## config.mk

```make
export PLATFORM = sky130hd
export DESIGN_NAME = reg_read_stage
export DESIGN_NICKNAME = d
export VERILOG_FILES = /design/src/rtl/reg_read_stage.sv
export SDC_FILE = /design/constraint.sdc
export NUM_CORES = 1
export LEC_CHECK = 0
export ABC_AREA = 1
export CORE_AREA = 3 3 202 204
export CTS_CLUSTER_DIAMETER = 200
export DETAILED_ROUTE_END_ITERATION = 16
export DIE_AREA = 0 0 205 207
export PLACE_DENSITY = 0.69
export SLEW_MARGIN = 5
export SYNTH_ARGS = -nofsm -noshare
export SYNTH_HDL_FRONTEND = slang
export SYNTH_SLANG_ARGS = --single-unit
export TNS_END_PERCENT = 50
```

## constraint.sdc

```tcl
create_clock -name clk -period 3.7 [get_ports clk]
set_clock_uncertainty 0.15 [all_clocks]
set_input_delay 0.74 -clock clk [delete_from_list [all_inputs] [get_ports clk]]
set_output_delay 0.74 -clock clk [all_outputs]
set_load 0.1 [all_outputs]
```

## src/rtl/reg_read_stage.sv

```systemverilog
// Register-read stage: scoreboarded operand fetch with writeback bypass,
// one-entry output register, back-pressure and flush handling.
module reg_read_stage #(
    localparam int unsigned XLEN = 32,
    localparam int unsigned AW   = 5,
    localparam int unsigned NSRC = 3
) (
    input  logic            clk,
    input  logic            rst,
    // upstream
    input  logic            inValid,
    output logic            inReady,
    input  logic [XLEN-1:0] inPc,
    input  logic [XLEN-1:0] inInsn,
    input  logic [AW-1:0]   inRs1,
    input  logic [AW-1:0]   inRs2,
    input  logic [AW-1:0]   inRs3,
    input  logic [AW-1:0]   inRd,
    input  logic [NSRC-1:0] inSrcFp,
    input  logic [NSRC-1:0] inSrcUse,
    input  logic            inIntRdWe,
    input  logic            inFpRdWe,
    // register files
    output logic [AW-1:0]   intReadAddr1,
    output logic [AW-1:0]   intReadAddr2,
    input  logic [XLEN-1:0] intReadValue1,
    input  logic [XLEN-1:0] intReadValue2,
    output logic [AW-1:0]   fpReadAddr1,
    output logic [AW-1:0]   fpReadAddr2,
    output logic [AW-1:0]   fpReadAddr3,
    input  logic [XLEN-1:0] fpReadValue1,
    input  logic [XLEN-1:0] fpReadValue2,
    input  logic [XLEN-1:0] fpReadValue3,
    // writeback snoop
    input  logic            wbIntWe,
    input  logic            wbFpWe,
    input  logic [AW-1:0]   wbAddr,
    input  logic [XLEN-1:0] wbIntValue,
    input  logic [XLEN-1:0] wbFpValue,
    // control
    input  logic            flush,
    input  logic            nextStall,
    // downstream
    output logic            outValid,
    output logic [XLEN-1:0] outPc,
    output logic [XLEN-1:0] outInsn,
    output logic [AW-1:0]   outRd,
    output logic            outIntRdWe,
    output logic            outFpRdWe,
    output logic [XLEN-1:0] outSrc1,
    output logic [XLEN-1:0] outSrc2,
    output logic [XLEN-1:0] outSrc3
);

    logic [XLEN-1:0] r_int_busy, r_fp_busy;
    logic            r_out_valid;
    logic [XLEN-1:0] r_out_pc, r_out_insn, r_src1, r_src2, r_src3;
    logic [AW-1:0]   r_out_rd;
    logic            r_out_int_we, r_out_fp_we;

    logic [XLEN-1:0] w_int_clr, w_fp_clr, w_int_pend, w_fp_pend;
    logic [XLEN-1:0] w_int_set, w_fp_set, w_int_busy_nxt, w_fp_busy_nxt;
    logic [NSRC-1:0] w_use;
    logic            w_raw, w_waw, w_hazard, w_accept;
    logic [XLEN-1:0] w_src1, w_src2, w_src3;

    function automatic logic [XLEN-1:0] int_val(input logic [AW-1:0] a, input logic [XLEN-1:0] rf,
                                                input logic we, input logic [AW-1:0] wa,
                                                input logic [XLEN-1:0] wv);
        if (a == AW'(0))         return '0;
        else if (we && wa == a)  return wv;
        else                     return rf;
    endfunction

    function automatic logic [XLEN-1:0] fp_val(input logic [AW-1:0] a, input logic [XLEN-1:0] rf,
                                               input logic we, input logic [AW-1:0] wa,
                                               input logic [XLEN-1:0] wv);
        return (we && wa == a) ? wv : rf;
    endfunction

    assign intReadAddr1 = inRs1;
    assign intReadAddr2 = inRs2;
    assign fpReadAddr1  = inRs1;
    assign fpReadAddr2  = inRs2;
    assign fpReadAddr3  = inRs3;

    // Source 3 only exists in the FP file.
    assign w_use = {inSrcUse[2] & inSrcFp[2], inSrcUse[1:0]};

    // A busy bit being retired by this cycle's writeback is no longer a hazard.
    assign w_int_clr  = wbIntWe ? (XLEN'(1) << wbAddr) : '0;
    assign w_fp_clr   = wbFpWe  ? (XLEN'(1) << wbAddr) : '0;
    assign w_int_pend = r_int_busy & ~w_int_clr;
    assign w_fp_pend  = r_fp_busy  & ~w_fp_clr;

    always_comb begin
        w_raw = 1'b0;
        w_waw = 1'b0;
        if (w_use[0]) w_raw = w_raw | (inSrcFp[0] ? w_fp_pend[inRs1] : w_int_pend[inRs1]);
        if (w_use[1]) w_raw = w_raw | (inSrcFp[1] ? w_fp_pend[inRs2] : w_int_pend[inRs2]);
        if (w_use[2]) w_raw = w_raw | w_fp_pend[inRs3];
        if (inIntRdWe) w_waw = w_waw | w_int_pend[inRd];
        if (inFpRdWe)  w_waw = w_waw | w_fp_pend[inRd];
    end

    assign w_hazard = w_raw | w_waw;
    assign inReady  = rst & ~flush & ~w_hazard & ~(r_out_valid & nextStall);
    assign w_accept = inValid & inReady;

    always_comb begin
        w_src1 = '0;
        w_src2 = '0;
        w_src3 = '0;
        if (w_use[0])
            w_src1 = inSrcFp[0] ? fp_val(inRs1, fpReadValue1, wbFpWe, wbAddr, wbFpValue)
                                : int_val(inRs1, intReadValue1, wbIntWe, wbAddr, wbIntValue);
        if (w_use[1])
            w_src2 = inSrcFp[1] ? fp_val(inRs2, fpReadValue2, wbFpWe, wbAddr, wbFpValue)
                                : int_val(inRs2, intReadValue2, wbIntWe, wbAddr, wbIntValue);
        if (w_use[2])
            w_src3 = fp_val(inRs3, fpReadValue3, wbFpWe, wbAddr, wbFpValue);
    end

    // Set wins over a same-cycle clear; int x0 can never be busy.
    assign w_int_set      = (w_accept && inIntRdWe && inRd != AW'(0)) ? (XLEN'(1) << inRd) : '0;
    assign w_fp_set       = (w_accept && inFpRdWe) ? (XLEN'(1) << inRd) : '0;
    assign w_int_busy_nxt = (w_int_pend | w_int_set) & ~XLEN'(1);
    assign w_fp_busy_nxt  = w_fp_pend | w_fp_set;

    always_ff @(posedge clk or negedge rst) begin
        if (!rst) begin
            r_int_busy   <= '0;
            r_fp_busy    <= '0;
            r_out_valid  <= 1'b0;
            r_out_pc     <= '0;
            r_out_insn   <= '0;
            r_out_rd     <= '0;
            r_out_int_we <= 1'b0;
            r_out_fp_we  <= 1'b0;
            r_src1       <= '0;
            r_src2       <= '0;
            r_src3       <= '0;
        end else if (flush) begin
            r_int_busy  <= '0;
            r_fp_busy   <= '0;
            r_out_valid <= 1'b0;
        end else begin
            r_int_busy <= w_int_busy_nxt;
            r_fp_busy  <= w_fp_busy_nxt;
            if (w_accept) begin
                r_out_valid  <= 1'b1;
                r_out_pc     <= inPc;
                r_out_insn   <= inInsn;
                r_out_rd     <= inRd;
                r_out_int_we <= inIntRdWe;
                r_out_fp_we  <= inFpRdWe;
                r_src1       <= w_src1;
                r_src2       <= w_src2;
                r_src3       <= w_src3;
            end else if (r_out_valid && !nextStall) begin
                r_out_valid <= 1'b0;
            end
        end
    end

    assign outValid   = r_out_valid;
    assign outPc      = r_out_pc;
    assign outInsn    = r_out_insn;
    assign outRd      = r_out_rd;
    assign outIntRdWe = r_out_int_we;
    assign outFpRdWe  = r_out_fp_we;
    assign outSrc1    = r_src1;
    assign outSrc2    = r_src2;
    assign outSrc3    = r_src3;

endmodule

```

==> impl_metrics.yaml <==
run_status:
  status: "finished, violations left"
  violations: "setup timing"
drt:
  drc: 0
  drt-total-wl_um: 93400
  dr_wl_met2_um: 40900
  wl_per_cell_um: 27.0
  drt_first_pass_iters: 6
  antenna_left: 0
  wl_met3_um: 11300
  wl_met1_um: 33700
  drtIter0Drc: 2535
  highest_layer: "met5"
  vias_per_cell: 5.85
  vias: 20200
pwr:
  sw_frac_of_total_pct: 51.4
  internal_power_uw: 6090
  comb_power_share_pct: 51.7
  power_frac_seq_pct: 26.1
  peakVddDrop_v: 0.000547
  pwr-share-clk_pct: 22.2
  p_per_area_nw_per_um2: 508
  switching_power_uw: 6430
  p_leak_uw: 0.0111
cts:
  clk_latency_ns: 0.60
  cts_tree: "built"
  cts-htree-levels: 1
  cts_root_buf: "clkbuf_16"
  clkTransAtPathRegs_ns: 0.06
  cts.sinks: 231
  hold_buffers: 0
  max-clock-path-buffers: 3
  cts-buffers-inserted: 28
run:
  drv_cap: 0
place:
  gp_congestion: 1.04
  dp_hpwl_um: 70400
  io_buffers: 521
synth:
  synthArstFlopShare_pct: 100
  synthFlopType: "dfrtp_1"
  synth.most_common_cell: "nand2_1"
  yosysTopAreaCellShare_pct: 39.2
  syn-num-nets: 2501
  synth-edff-count: 0
  yosys-top-cells-area: "dfrtp_1, nand2_1, nand3_1, o21ai_0, nand4_1"
  yosys.cell_types.count: 34
  synth_common_cells: "nand2_1, nand3_1, dfrtp_1, o21ai_0, nor2_1"
  seq_area_frac_synth_pct: 39.2
  synth_area_leader_cell: "dfrtp_1"
  synthCells: 2173
  avgSynthCellArea_um2: 6.79
  synth_area_um2: 14800
  yosysWarningCount: 0
  synth.ff_latch_count: 231
cells_and_area:
  layout-drive-gt1-share_pct: 23.0
  syn_to_final_growth_pct: 66.9
  fillCellCount: 3559
  fin_nets: 3234
global_routing:
  grt_util_all_layers_pct: 41.9
  grt_start_max_net_pins: 185
  antenna_found_initial: 11
  first_global_vias: 19600
  grt.overflow.total: 0
  grt_pass1_wl_um: 133000
setup_path:
  critPathKind: "primary input to primary output"
  end_kind: "primary output"
  critical_path.cell_chain: "buf_4 > bufbuf_16 > nor2_4 > buf_6 > nand3_4 > nand3_2 > nand2_1 > nor2_2 > nand2_1 > nand3_1 > nand3_1 > nand3_1 > nand2_1 > nor2_1 > nand3_2 > nor2_4 > buf_12"
  crit_path_top_delay_cell: "bufbuf_16"
  worstPathRequired_ns: 2.81
  crit_family: "simple AND/OR/NAND/NOR gates"
  cpPeakStageDelay_ns: 0.27
  critPathArrivalTime_ns: 2.82
  crit_fanout: 5
  path_buf_inv: 4
  cp-start-kind: "primary input"
floorplanning:
  core_area_um2: 39500
  dieArea_um2: 42400
  start_util_pct: 37.4
  io_pins: 522
  die_w_um: 205
  rows: 73
  die_height_um: 207
worst_hold_path:
  hp-class: "primary input to async pin"
sta:
  finalSetupTns_ns: -0.0120
  final-setup-viol-count: 1
  maxSlewHeadroom_pct: 20.5
  rsz0062_at_grt: "yes"
  timing.final.hold_violations: 0
  post-route-period-util_pct: 100
  period_needed_ns: 3.71
  setup_ws_ns: -0.0120
  max_freq_ghz: 0.269
  slew_viol_final: 0
  worst_pin_slew_ns: 1.19
  holdWs_ns: 0.112
## final timing paths
kind                                    start          end  slack, ns  depth (start not counted)
worst max-delay path                wbAddr[3]      inReady      -0.01                         17
worst min-delay path                      rst  outInsn[18]       0.11                          2
worst max register to register  r_fp_busy[30]   outInsn[9]       0.66                         18
worst min register to register      outPc[18]    outPc[18]       0.32                          2
max in group asynchronous                 rst  outSrc3[16]       1.74                          3
min in group clk                    outPc[18]    outPc[18]       0.32                          2
## power groups by stage
stage,Sequential (µW),Combinational (µW),Clock [µW]
2_1_floorplan,6540,947,0
3_3_place_gp,3290,6280,0
3_5_place_dp,3300,6300,0
4_1_cts,3260,6400,2800
5_1_grt,3310,6630,2910
6_report,3270,6470,2780
## cell families after synthesis
family	share of synthesized area [%]
buffers and inverters	8.97
and+or+nand+nor	33.9
DFF	39.2
xor gates and xnor gates	0.178
AOI/OAI and AO/OA	17.8
## cell type report
| cell class | count | area (µm²) | share of cell area, % |
|---|---|---|---|
| clock inverter | 13 | 96.3 | 0.391 |
| timing repair buffer | 906 | 8670 | 35.2 |
| clock buffer | 39 | 812 | 3.30 |
| tap | 525 | 657 | 2.67 |
| sequential | 231 | 5780 | 23.5 |
| antenna | 6 | 15.0 | 0.0610 |
| multi-input combinational | 1634 | 8170 | 33.2 |
| inverter | 105 | 424 | 1.72 |
## worst reg2reg max path: stages (launching register included)
cell and delay [ns]:
dfrtp_1 0.43, nand2_2 0.10, buf_6 0.12, o21ai_1 0.06, inv_1 0.08, nand3_1 0.10
nand2_2 0.09, nand2_1 0.05, nand3_1 0.09, nand2_1 0.06, nor2_1 0.12, nand3_2 0.14
nor2_4 0.14, buf_4 0.12, buf_4 0.10, buf_4 0.45, buf_4 0.36, nand3_1 0.12
nand2_1 0.09
## metrics by stage
stage | utilization [%] | setup WS (ns) | total power, µW | instances | cell area [µm²]
after global placement | 57.0 | -0.898 | 9570 | 3352 | 22500
after CTS | 61.4 | 0.000640 | 12500 | 3439 | 24200
after floorplan | - | 0.0588 | 7490 | 2173 | 14800
after detailed placement | 57.0 | -0.895 | 9600 | 3352 | 22500
final | 62.4 | -0.0120 | 12500 | 3459 | 24600
after global routing | 62.4 | -0.0553 | 12900 | 3458 | 24600
## layer usage
layer  up-vias  global-route usage, %
met5         -                      0
met4         8                   25.8
met3       370                   11.7
met2      1490                   65.1
met1      9478                   51.5
li1       8898                      -
## state kept, by name (all words and copies together) (netlist names)
name / cells
outFpRdWe: 1
outInsn: 32
outIntRdWe: 1
outPc: 32
outRd: 5
outSrc1: 32
outSrc2: 32
outSrc3: 32
outValid: 1
r_fp_busy: 32
r_int_busy: 31
## cell usage in the layout, fill, tap and decap left out, drive strengths merged, types with 2 or more instances in the layout
cell type        n
a221oi           2
clkdlybuf4s50  412
o211ai          25
xor2             2
nor2           145
or2              6
nand2          578
clkinv          20
inv             97
diode            6
o21ai          260
nor3            69
nand4          109
o31ai           11
clkbuf          43
a21oi          130
a21boi           3
o22ai           52
dfrtp          231
dlygate4sd2      5
buf            483
nand3          235
## repair_timing
item	in CTS	in global routing
cloned	4	1
gates resized for setup	172	87
endpoints found under the hold margin	0	0
setup buffers	31	13
endpoints found under the setup margin	180	1
pin swaps	54	54
No activity file was read; power rests on OpenSTA's default activity.
